[src/rtl/mdu_alu.sv]
// Execute-stage ALU with valid/ready handshake, single-cycle integer ops and a
// sequential multiply/divide unit that owns the architectural HI/LO registers.
module mdu_alu #(
  parameter int unsigned WIDTH = 32,
  parameter int unsigned CNT_W = 6
) (
  input  logic             clk,
  input  logic             rst_n,
  input  logic             in_valid,
  output logic             in_ready,
  input  logic [5:0]       opcode,
  input  logic [5:0]       funct,
  input  logic [WIDTH-1:0] rs_val,
  input  logic [WIDTH-1:0] rt_val,
  input  logic [15:0]      immediate,
  output logic             out_valid,
  input  logic             out_ready,
  output logic [WIDTH-1:0] result,
  output logic             branch,
  output logic             illegal,
  output logic [WIDTH-1:0] hi,
  output logic [WIDTH-1:0] lo
);

  localparam logic [CNT_W-1:0] LAST_ITER = CNT_W'(WIDTH - 1);

  typedef enum logic [1:0] {S_IDLE, S_LOAD, S_ITER, S_FIX} state_t;

  state_t r_state, w_state_nxt;

  logic             r_out_valid, r_branch, r_illegal;
  logic [WIDTH-1:0] r_result, r_hi, r_lo;
  logic [WIDTH-1:0] r_a, r_b, r_m, r_acc_hi, r_acc_lo;
  logic             r_signed, r_div, r_neg_q, r_neg_r;
  logic [CNT_W-1:0] r_cnt;

  logic signed [15:0] w_imm_s;
  logic signed [31:0] w_lui32;
  logic [WIDTH-1:0]   w_sext, w_zext, w_boff, w_lui, w_addr;
  logic [WIDTH-1:0]   w_res;
  logic               w_br, w_ill, w_is_md, w_accept;
  logic               w_a_neg, w_b_neg;
  logic [WIDTH-1:0]   w_a_mag, w_b_mag;
  logic [WIDTH:0]     w_sum, w_shift, w_diff;
  logic [2*WIDTH-1:0] w_prod, w_prod_fix;
  logic [WIDTH-1:0]   w_hi_nxt, w_lo_nxt;

  assign in_ready  = (r_state == S_IDLE) && (!r_out_valid || out_ready);
  assign w_accept  = in_valid && in_ready;
  assign out_valid = r_out_valid;
  assign result    = r_result;
  assign branch    = r_branch;
  assign illegal   = r_illegal;
  assign hi        = r_hi;
  assign lo        = r_lo;

  // Immediate forms; sized casts of signed sources sign-extend to WIDTH.
  assign w_imm_s = immediate;
  assign w_lui32 = {immediate, 16'h0000};
  assign w_sext  = WIDTH'(w_imm_s);
  assign w_zext  = WIDTH'(immediate);
  assign w_boff  = w_sext << 2;
  assign w_lui   = WIDTH'(w_lui32);
  assign w_addr  = rs_val + w_sext;

  // Single-cycle decode and evaluate.
  always_comb begin
    w_res   = '0;
    w_br    = 1'b0;
    w_ill   = 1'b0;
    w_is_md = 1'b0;
    case (opcode)
      6'b000000: begin
        case (funct)
          6'b100000: w_res = rs_val + rt_val;
          6'b100010: w_res = rs_val - rt_val;
          6'b100100: w_res = rs_val & rt_val;
          6'b100101: w_res = rs_val | rt_val;
          6'b100111: w_res = ~(rs_val | rt_val);
          6'b101010: w_res = WIDTH'($signed(rs_val) < $signed(rt_val));
          6'b010000: w_res = r_hi;
          6'b010010: w_res = r_lo;
          6'b011000, 6'b011001, 6'b011010, 6'b011011: w_is_md = 1'b1;
          default:   w_ill = 1'b1;
        endcase
      end
      6'b001000: w_res = w_addr;
      6'b001100: w_res = rs_val & w_zext;
      6'b001101: w_res = rs_val | w_zext;
      6'b001010: w_res = WIDTH'($signed(rs_val) < $signed(w_sext));
      6'b001111: w_res = w_lui;
      6'b100000, 6'b100001, 6'b100011,
      6'b101000, 6'b101001, 6'b101011: w_res = w_addr;
      6'b000100: if (rs_val == rt_val) begin w_br = 1'b1; w_res = w_boff; end
      6'b000101: if (rs_val != rt_val) begin w_br = 1'b1; w_res = w_boff; end
      6'b000001: if (!rs_val[WIDTH-1]) begin w_br = 1'b1; w_res = w_boff; end
      default:   w_ill = 1'b1;
    endcase
  end

  // Operand magnitudes and per-iteration arithmetic.
  assign w_a_neg = r_signed && r_a[WIDTH-1];
  assign w_b_neg = r_signed && r_b[WIDTH-1];
  assign w_a_mag = w_a_neg ? -r_a : r_a;
  assign w_b_mag = w_b_neg ? -r_b : r_b;
  assign w_sum   = {1'b0, r_acc_hi} + (r_acc_lo[0] ? {1'b0, r_m} : '0);
  assign w_shift = {r_acc_hi, r_acc_lo[WIDTH-1]};
  assign w_diff  = w_shift - {1'b0, r_m};
  assign w_prod  = {r_acc_hi, r_acc_lo};
  assign w_prod_fix = r_neg_q ? -w_prod : w_prod;

  // Sign fix-up and divide-by-zero override for the HI/LO write.
  always_comb begin
    w_hi_nxt = w_prod_fix[2*WIDTH-1:WIDTH];
    w_lo_nxt = w_prod_fix[WIDTH-1:0];
    if (r_div) begin
      if (r_m == '0) begin
        w_hi_nxt = r_a;
        w_lo_nxt = '1;
      end else begin
        w_hi_nxt = r_neg_r ? -r_acc_hi : r_acc_hi;
        w_lo_nxt = r_neg_q ? -r_acc_lo : r_acc_lo;
      end
    end
  end

  always_comb begin
    w_state_nxt = r_state;
    case (r_state)
      S_IDLE: if (w_accept && w_is_md) w_state_nxt = S_LOAD;
      S_LOAD: w_state_nxt = S_ITER;
      S_ITER: if (r_cnt == LAST_ITER) w_state_nxt = S_FIX;
      S_FIX:  w_state_nxt = S_IDLE;
      default: w_state_nxt = S_IDLE;
    endcase
  end

  always_ff @(posedge clk or negedge rst_n) begin
    if (!rst_n) r_state <= S_IDLE;
    else        r_state <= w_state_nxt;
  end

  // Multiply/divide datapath.
  always_ff @(posedge clk or negedge rst_n) begin
    if (!rst_n) begin
      r_a      <= '0;
      r_b      <= '0;
      r_m      <= '0;
      r_acc_hi <= '0;
      r_acc_lo <= '0;
      r_signed <= 1'b0;
      r_div    <= 1'b0;
      r_neg_q  <= 1'b0;
      r_neg_r  <= 1'b0;
      r_cnt    <= '0;
    end else begin
      case (r_state)
        S_IDLE: if (w_accept && w_is_md) begin
          r_a      <= rs_val;
          r_b      <= rt_val;
          r_signed <= ~funct[0];
          r_div    <= funct[1];
        end
        S_LOAD: begin
          r_acc_hi <= '0;
          r_acc_lo <= w_a_mag;
          r_m      <= w_b_mag;
          r_neg_q  <= w_a_neg ^ w_b_neg;
          r_neg_r  <= w_a_neg;
          r_cnt    <= '0;
        end
        S_ITER: begin
          r_cnt <= r_cnt + CNT_W'(1);
          if (!r_div) begin
            {r_acc_hi, r_acc_lo} <= {w_sum, r_acc_lo[WIDTH-1:1]};
          end else if (!w_diff[WIDTH]) begin
            r_acc_hi <= w_diff[WIDTH-1:0];
            r_acc_lo <= {r_acc_lo[WIDTH-2:0], 1'b1};
          end else begin
            r_acc_hi <= w_shift[WIDTH-1:0];
            r_acc_lo <= {r_acc_lo[WIDTH-2:0], 1'b0};
          end
        end
        default: ;
      endcase
    end
  end

  // Result register and architectural HI/LO.
  always_ff @(posedge clk or negedge rst_n) begin
    if (!rst_n) begin
      r_out_valid <= 1'b0;
      r_result    <= '0;
      r_branch    <= 1'b0;
      r_illegal   <= 1'b0;
      r_hi        <= '0;
      r_lo        <= '0;
    end else if (w_accept && !w_is_md) begin
      r_out_valid <= 1'b1;
      r_result    <= w_res;
      r_branch    <= w_br;
      r_illegal   <= w_ill;
    end else if (r_state == S_FIX) begin
      r_out_valid <= 1'b1;
      r_result    <= '0;
      r_branch    <= 1'b0;
      r_illegal   <= 1'b0;
      r_hi        <= w_hi_nxt;
      r_lo        <= w_lo_nxt;
    end else if (out_ready) begin
      r_out_valid <= 1'b0;
    end
  end

endmodule

[config.mk]
export PLATFORM = sky130hd
export DESIGN_NAME = mdu_alu
export DESIGN_NICKNAME = d
export VERILOG_FILES = /design/src/rtl/mdu_alu.sv
export SDC_FILE = /design/constraint.sdc
export NUM_CORES = 1
export LEC_CHECK = 0
export ABC_AREA = 1
export CAP_MARGIN = 20
export CORE_ASPECT_RATIO = 1.1
export CORE_UTILIZATION = 38
export DETAILED_ROUTE_END_ITERATION = 8
export GPL_TIMING_DRIVEN = 0
export SETUP_SLACK_MARGIN = 0.3
export SLEW_MARGIN = 10
export SYNTH_ARGS = -nofsm -noshare
export SYNTH_HDL_FRONTEND = slang
export SYNTH_SLANG_ARGS = --single-unit
[constraint.sdc]
create_clock -name clk -period 3.1 [get_ports clk]
set_input_delay 0.62 -clock clk [delete_from_list [all_inputs] [get_ports clk]]
set_output_delay 0.62 -clock clk [all_outputs]
set_load 0.005 [all_outputs]
==> results of run 1 <==
[worst register-to-register path, stage by stage, from the launching register on]
cell and delay (ns):
dfrtp_1 0.36, buf_2 0.22, clkinv_1 0.21, clkdlybuf4s15_1 0.79
clkbuf_1 0.72, nand2_1 0.30, a21oi_1 0.21
[what timing repair did]
item,in CTS,in global routing
resized for setup,450,241
buffers inserted,27,11
hold buffers,1,0
endpoints found under the setup margin,153,72
pin swaps,14,25
gates cloned,0,3
hold endpoints to repair,34,0
[per-layer routing]
layer  vias to the layer above  share of wire [%]  track usage [%]
li1                      17800                  -                -
met1                     17700                 39             48.9
met2                      2034                 44             63.4
met3                       510                8.5             6.44
met4                         4                8.9             30.3
met5                         -              0.012                0
[power breakdown]
group          internal, W  switching [W]
Combinational      0.00666         0.0138
Clock              0.00246        0.00183
Sequential         0.00464        0.00195
Total               0.0138         0.0176
[kinds of logic after synthesis]
group | share of synthesized area [%]
simple gates | 37.7
buf+inv | 12.7
compound gates | 15.7
flops | 21.1
fa+ha+maj | 10.3
xor+xnor | 2.40
mux | 0.0622
[metrics by stage]
stage	instances	hold slack (ns)	total power, W
final	6809	0.349	0.0313
after detailed placement	6701	0.468	0.0253
after floorplan	5372	0.324	0.0176
after CTS	6792	0.311	0.0299
after global routing	6806	0.349	0.0330
after global placement	6697	0.465	0.0254
[state kept, by name (all words and copies together) (netlist names)]
register	count
lo	32
hi	32
r_div	1
r_b	32
r_signed	1
r_neg_r	1
r_m	32
r_acc_lo	32
r_cnt	6
r_state	2
r_neg_q	1
branch	1
r_a	32
result	32
r_acc_hi	32
out_valid	1
illegal	1
[placed cells by master (no fill, tap or decap), types with 44 or more instances in the layout]
cell             count
nand2_1           1509
nor3_1              51
nand3_1            424
clkdlybuf4s50_1    119
dfrtp_1            257
clkbuf_1            74
nand2_2             51
nand4_1             61
a21oi_1            314
ha_1               230
buf_2               44
nor2_2              46
nor2_1             492
xor2_1              76
buf_4               62
o21ai_0            329
inv_1              783
[final cells by class]
cell class	count	share of cell area [%]
multi-input cells	4092	58.2
flip-flops and latches	271	17.8
inverters	836	8.43
repair buffers	241	6.15
well taps	1130	3.70
clock buffers	52	2.76
plain buffers	173	2.70
clock inverters	11	0.301
diodes	3	0.0196
[path summary, 6_finish.rpt]
| path | to | slack (ns) | cells past startpoint | from |
|---|---|---|---|---|
| worst max-delay path | result[21]$_DFFE_PN0P_ | 0.16 | 12 | funct[5] |
| worst min-delay path | r_a[11]$_DFFE_PN0P_ | 0.35 | 3 | rs_val[11] |
| worst max register to register | hi[16]$_DFFE_PN0P_ | 0.26 | 6 | r_div$_DFFE_PN0P_ |
| worst min register to register | result[9]$_DFFE_PN0P_ | 0.48 | 2 | result[9]$_DFFE_PN0P_ |
| max in group asynchronous | lo[6]$_DFFE_PN0P_ | 1.03 | 5 | rst_n |
| min in group asynchronous | illegal$_DFFE_PN0P_ | 0.50 | 2 | rst_n |
==> results.md, run 1 <==
- Slew headroom: 26.1%
- H-Tree Depth: 2
- Num ports: 196
- RSZ-0062 raised after global routing: true
- CP dominant cell by count: nand2_1
- Global-route wire length before repair: around 250000 um
- Worst setup margin: 0.157 ns
- Die width: 279 um
- Area contributors post-synth: dfrtp_1 21%, nand2_1 18%, ha_1 10%
- Total track usage: 40.1%
- Row count: 111
- Violation count after the first detailed-route iteration: 4297
- Critical Path Start Type: input port
- Routed via count: 38100
- Worst path cell trace: clkdlybuf4s50_1 -> nand2_1 -> inv_1 -> nand3_1 -> clkbuf_2 -> o21ai_0 -> nor3_1 -> nand3_1 -> nand2_1 -> nand2_1 -> nand2_1 -> nand2_1
- Mapped Avg Cell Area: 5.99 um^2
- I/O Buffers: between 150 and 200
- Worst setup EP type: flop
- Leakage: a little under 20 nW
- Synthesized instance count: 5372
- Critical path data required time: between 3 and 4 ns
- FF+latch area: 6800 um^2
- CORE AREA: 83600 um^2
- Syn_nets: 5731
- HPWL Detailed: 147000 um
- Slew at the pin closest to its max-slew limit: 1.11 ns
- Hold Crit Class: input port to flop
- Ys async rst share: 100%
- Fin. max-slew vios: 0
- Critical Path AT: 3.47 ns
- Nets: between 6000 and 7000
- Starting density of the core: 38.5%
- Final WL: 176000 um
- Antenna Nets Post-Route: 0
- Pre-antenna DRT Iters: 7
- Max Fclk: roughly 0.34 GHz
- Yosys top cell area share: 21.1%
- # clock sinks: 271
- Largest net degree at the start of global routing: 105
- Max VDD drop: 0.463 mV
- Clk_lat worst skew: 0.62 ns
- Top cells by count, synth: 1550 x nand2_1, 817 x inv_1, 518 x nor2_1, 453 x nand3_1, 351 x o21ai_0
- CTS Buf Count: 37
- Fillers: 9257
- Fin Clk Skew: roughly 0.051 ns
- Remaining DRCs: 0
- Footprint of the multi-input gates: 22200 um^2
- Synth unique cells: 65
- Post-synth EDFFs: 0
- Power Dens Cells: 820 nW/um^2
- Pre-CTS setup slack: -1.73 ns
- Initial antenna violation count: 8
- Crit path buf inv count: 3
- Fin. Hold Viols: 0
- DR WL/cell: 25.9 um
- Worst path slowest cell: o21ai_0
- Die Y-Extent: 307 um
- Final Util: 45.7%
- Tmin final: between 2 and 3 ns
- Root buffer cell: clkbuf_16
- Seq/Total Area, Yosys: 21.1%
- Global placer's final weighted congestion: 1.10
- Clk buf depth: 3
- Most used DFF post-synth: dfrtp_1
- Vias per cell: 5.59
- Clk pin slew, worst setup/hold paths: 0.05 ns
- Slowest cell delay on critical path: 0.62 ns
- Setup total negative slack: 0 ns
- CP max FO: 10
- Largest area contributor in the synthesized netlist: dfrtp_1
- Max-Cap Viols: 0
- Placed Area: between 30000 and 40000 um^2
- Status: completed
- Area grow syn2layout: 18.8%
- Setup Crit Path Kind: input port to flop
- Synthesis warning total: 0
- Share of cells above drive strength 1: around 11%
- Most frequent cell after synthesis: nand2_1
- Worst path top cell family by delay: simple AND/OR/NAND/NOR gates
- Vias in the first global route: 36000
- CTS tree: built
- Fin area: 38200 um^2
- Tcrit/Tclk final: 94.9%
- Grt total ovfl: 0
- Setup violators final: 0
- Yosys reg bits: 271
- Die area: approximately 86000 um^2
- Mapped cell area: 32200 um^2
Power figures use the tool's default switching activity.
==> run 2: changes to the inputs <==
--- a/config.mk
+++ b/config.mk
@@ -8,7 +8,9 @@
 export ABC_AREA = 1
 export CAP_MARGIN = 20
 export CORE_ASPECT_RATIO = 1.1
+export CORE_MARGIN = 2
 export CORE_UTILIZATION = 38
+export CTS_CLUSTER_DIAMETER = 150
 export DETAILED_ROUTE_END_ITERATION = 8
 export GPL_TIMING_DRIVEN = 0
 export SETUP_SLACK_MARGIN = 0.3
==> run 2 against run 1 <==
- total power grew 2.5%
- routed wire length up 0.50%
- largest power group unchanged
- setup slack better by 0.099 ns
- critical path type unchanged
- flip-flop and latch count is the same
- largest cell class unchanged
- sequential power is essentially flat
- first-iteration DRC count is 6.4% lower
- fmax grew 3.5%
- global-route usage down 0.52 points
- die area grew 1.4%
==> results.md, run 2 (synthesized netlist as in run 1, its figures left out) <==
- Post-layout power: 0.0321 W (+2.5%)
- Final Util: 45.9% (+0.20 points)
- Commonest non-fill, non-tap cell in the layout: nand2_1
- Global placer's final weighted congestion: 1.11 (+0.99%)
- RSZ-0062 raised after global routing: true
- Total track usage: 39.6% (-0.52 points)
- Remaining DRCs: 0 (unchanged)
- Initial antenna violation count: 8 (unchanged)
- Fin. max-slew vios: 0 (unchanged)
- Antenna Nets Post-Route: 0 (unchanged)
- Worst setup margin: 0.256 ns (+0.0993 ns)
- CP max FO: 10 (unchanged)
- Hold Crit Class: input port to async pin
- CTS Buf Count: 35 (-5.4%)
- Row count: 111 (unchanged)
- Max VDD drop: 0.520 mV (+12%)
- Power Dens Cells: 837 nW/um^2 (+2.1%)
- Vias in the first global route: 35800 (-0.29%)
- Largest net degree at the start of global routing: 100 (-4.8%)
- Die width: 281 um (+0.72%)
- Fillers: 9121 (-1.5%)
- Clk pin slew, worst setup/hold paths: 0.06 ns (about the same)
- Max Fclk: 0.352 GHz (+3.5%)
- Final WL: 177000 um (+0.50%)
- Slew at the pin closest to its max-slew limit: 1.30 ns (+0.194 ns)
- Worst setup EP type: flop
- Num ports: 196 (unchanged)
- Setup Crit Path Kind: input port to flop
- # clock sinks: 271 (unchanged)
- DR WL/cell: 26.0 um (+0.43%)
- Tcrit/Tclk final: 91.7% (-3.2 points)
- Routed via count: 38400 (+0.80%)
- Die area: 87000 um^2 (+1.4%)
- FF+latch area: 6820 um^2 (+0.26%)
- HPWL Detailed: 146000 um (-0.85%)
- Vias per cell: 5.63 (+0.73%)
- Tmin final: 2.84 ns (-0.0993 ns)
- Violation count after the first detailed-route iteration: 4024 (-6.4%)
- Slew headroom: 13.2% (-13 points)
- CORE AREA: 83600 um^2 (unchanged)
- Clk buf depth: 3 (unchanged)
- Setup violators final: 0 (unchanged)
- Die Y-Extent: 309 um (+0.65%)
- Leakage: 19.6 nW (about the same)
- Status: completed
- CTS tree: built
- I/O Buffers: 195 (unchanged)
- Clk_lat worst skew: 0.58 ns (-0.04 ns)
- Commonest non-fill, non-tap cells in the layout: 1505 x nand2_1, 788 x inv_1, 481 x nor2_1
- Root buffer cell: clkbuf_16
- Starting density of the core: 38.5% (unchanged)
- Fin Clk Skew: 0.0333 ns (-0.0180 ns)
- Footprint of the multi-input gates: 22300 um^2 (+0.42%)
- Pre-antenna DRT Iters: 8 (+1)
- H-Tree Depth: 2 (unchanged)
- Critical Path AT: 3.29 ns (-0.18 ns)
- Pre-CTS setup slack: -1.77 ns (-0.0448 ns)
- Area grow syn2layout: 19.4%
- Critical path data required time: 3.54 ns (-0.08 ns)
- Max-Cap Viols: 0 (unchanged)
- Nets: 6015 (+0.067%)
- Hold_ws: 0.0651 ns (-0.284 ns)
- Critical Path Start Type: input port
- Share of cells above drive strength 1: 11.6% (+0.75 points)
- Grt total ovfl: 0 (unchanged)
- Fin. Hold Viols: 0 (unchanged)
- Global-route wire length before repair: 248000 um (about the same)
run 2: cell type report:
class | instances | area share, %
multi-input combinational | 4092 | 58.1
sequential | 271 | 17.8
inverter | 836 | 8.38
timing repair buffer | 247 | 6.07
tap | 1130 | 3.68
clock buffer | 51 | 2.73
buffer | 173 | 2.69
clock inverter | 12 | 0.541
antenna | 2 | 0.0130
run 2: metal layers:
| metal | vias up | track usage, % | part of all wire, % |
|---|---|---|---|
| li1 | 17900 | - | - |
| met5 | - | 0 | 0.039 |
| met4 | 10 | 28.9 | 9.0 |
| met1 | 17800 | 47.7 | 38 |
| met2 | 2133 | 62.3 | 43 |
| met3 | 585 | 8.45 | 9.9 |
run 2: path summary, 6_finish.rpt:
path / from / end / slack [ns] / depth (start not counted)
setup / recovery: rs_val[13] / result[25]$_DFFE_PN0P_ / 0.26 / 19
hold / removal: rst_n / illegal$_DFFE_PN0P_ / 0.07 / 1
setup reg to reg: r_neg_q$_DFFE_PN0N_ / hi[13]$_DFFE_PN0P_ / 0.26 / 6
hold reg to reg: result[19]$_DFFE_PN0P_ / result[19]$_DFFE_PN0P_ / 0.48 / 2
max in group asynchronous: rst_n / lo[26]$_DFFE_PN0P_ / 1.54 / 3
min in group clk: rs_val[9] / r_a[9]$_DFFE_PN0P_ / 0.38 / 3
run 2: power breakdown:
| group | internal [W] | switching [W] |
|---|---|---|
| clock | 0.00277 | 0.00180 |
| sequential | 0.00465 | 0.00197 |
| combinational | 0.00685 | 0.0141 |
| total | 0.0143 | 0.0179 |
run 2: what timing repair did:
action | in CTS | in global routing
hold buffers | 0 | 0
pin swaps | 9 | 30
cloned | 0 | 2
hold endpoints to repair | 0 | 0
resized for setup | 434 | 282
setup buffers | 24 | 24
setup endpoints to repair | 110 | 83
run 2: per-stage QoR:
stage / setup TNS, ns / cell area (um^2) / std cells
after global placement: -3066.78 / 35500 / 6697
after floorplan: 0 / 32200 / 5372
after global routing: 0 / 38400 / 6812
after CTS: 0 / 37400 / 6786
after detailed placement: -66.01 / 35600 / 6699
final: 0 / 38400 / 6814
run 2: worst max-delay path, stage by stage:
cell and delay [ns]:
buf_6 0.17, clkinvlp_4 0.22, ha_1 0.34, buf_4 0.19, nor2_8 0.11, nand2_4 0.07, nor2_4 0.13, nand4_4 0.22
nor2_4 0.18, nor2_1 0.06, nand2_2 0.08, nand3_4 0.12, buf_8 0.19, nor2_2 0.09, nand2_2 0.10, inv_1 0.07
nand2_1 0.13, nand2_1 0.11, nand2_1 0.06
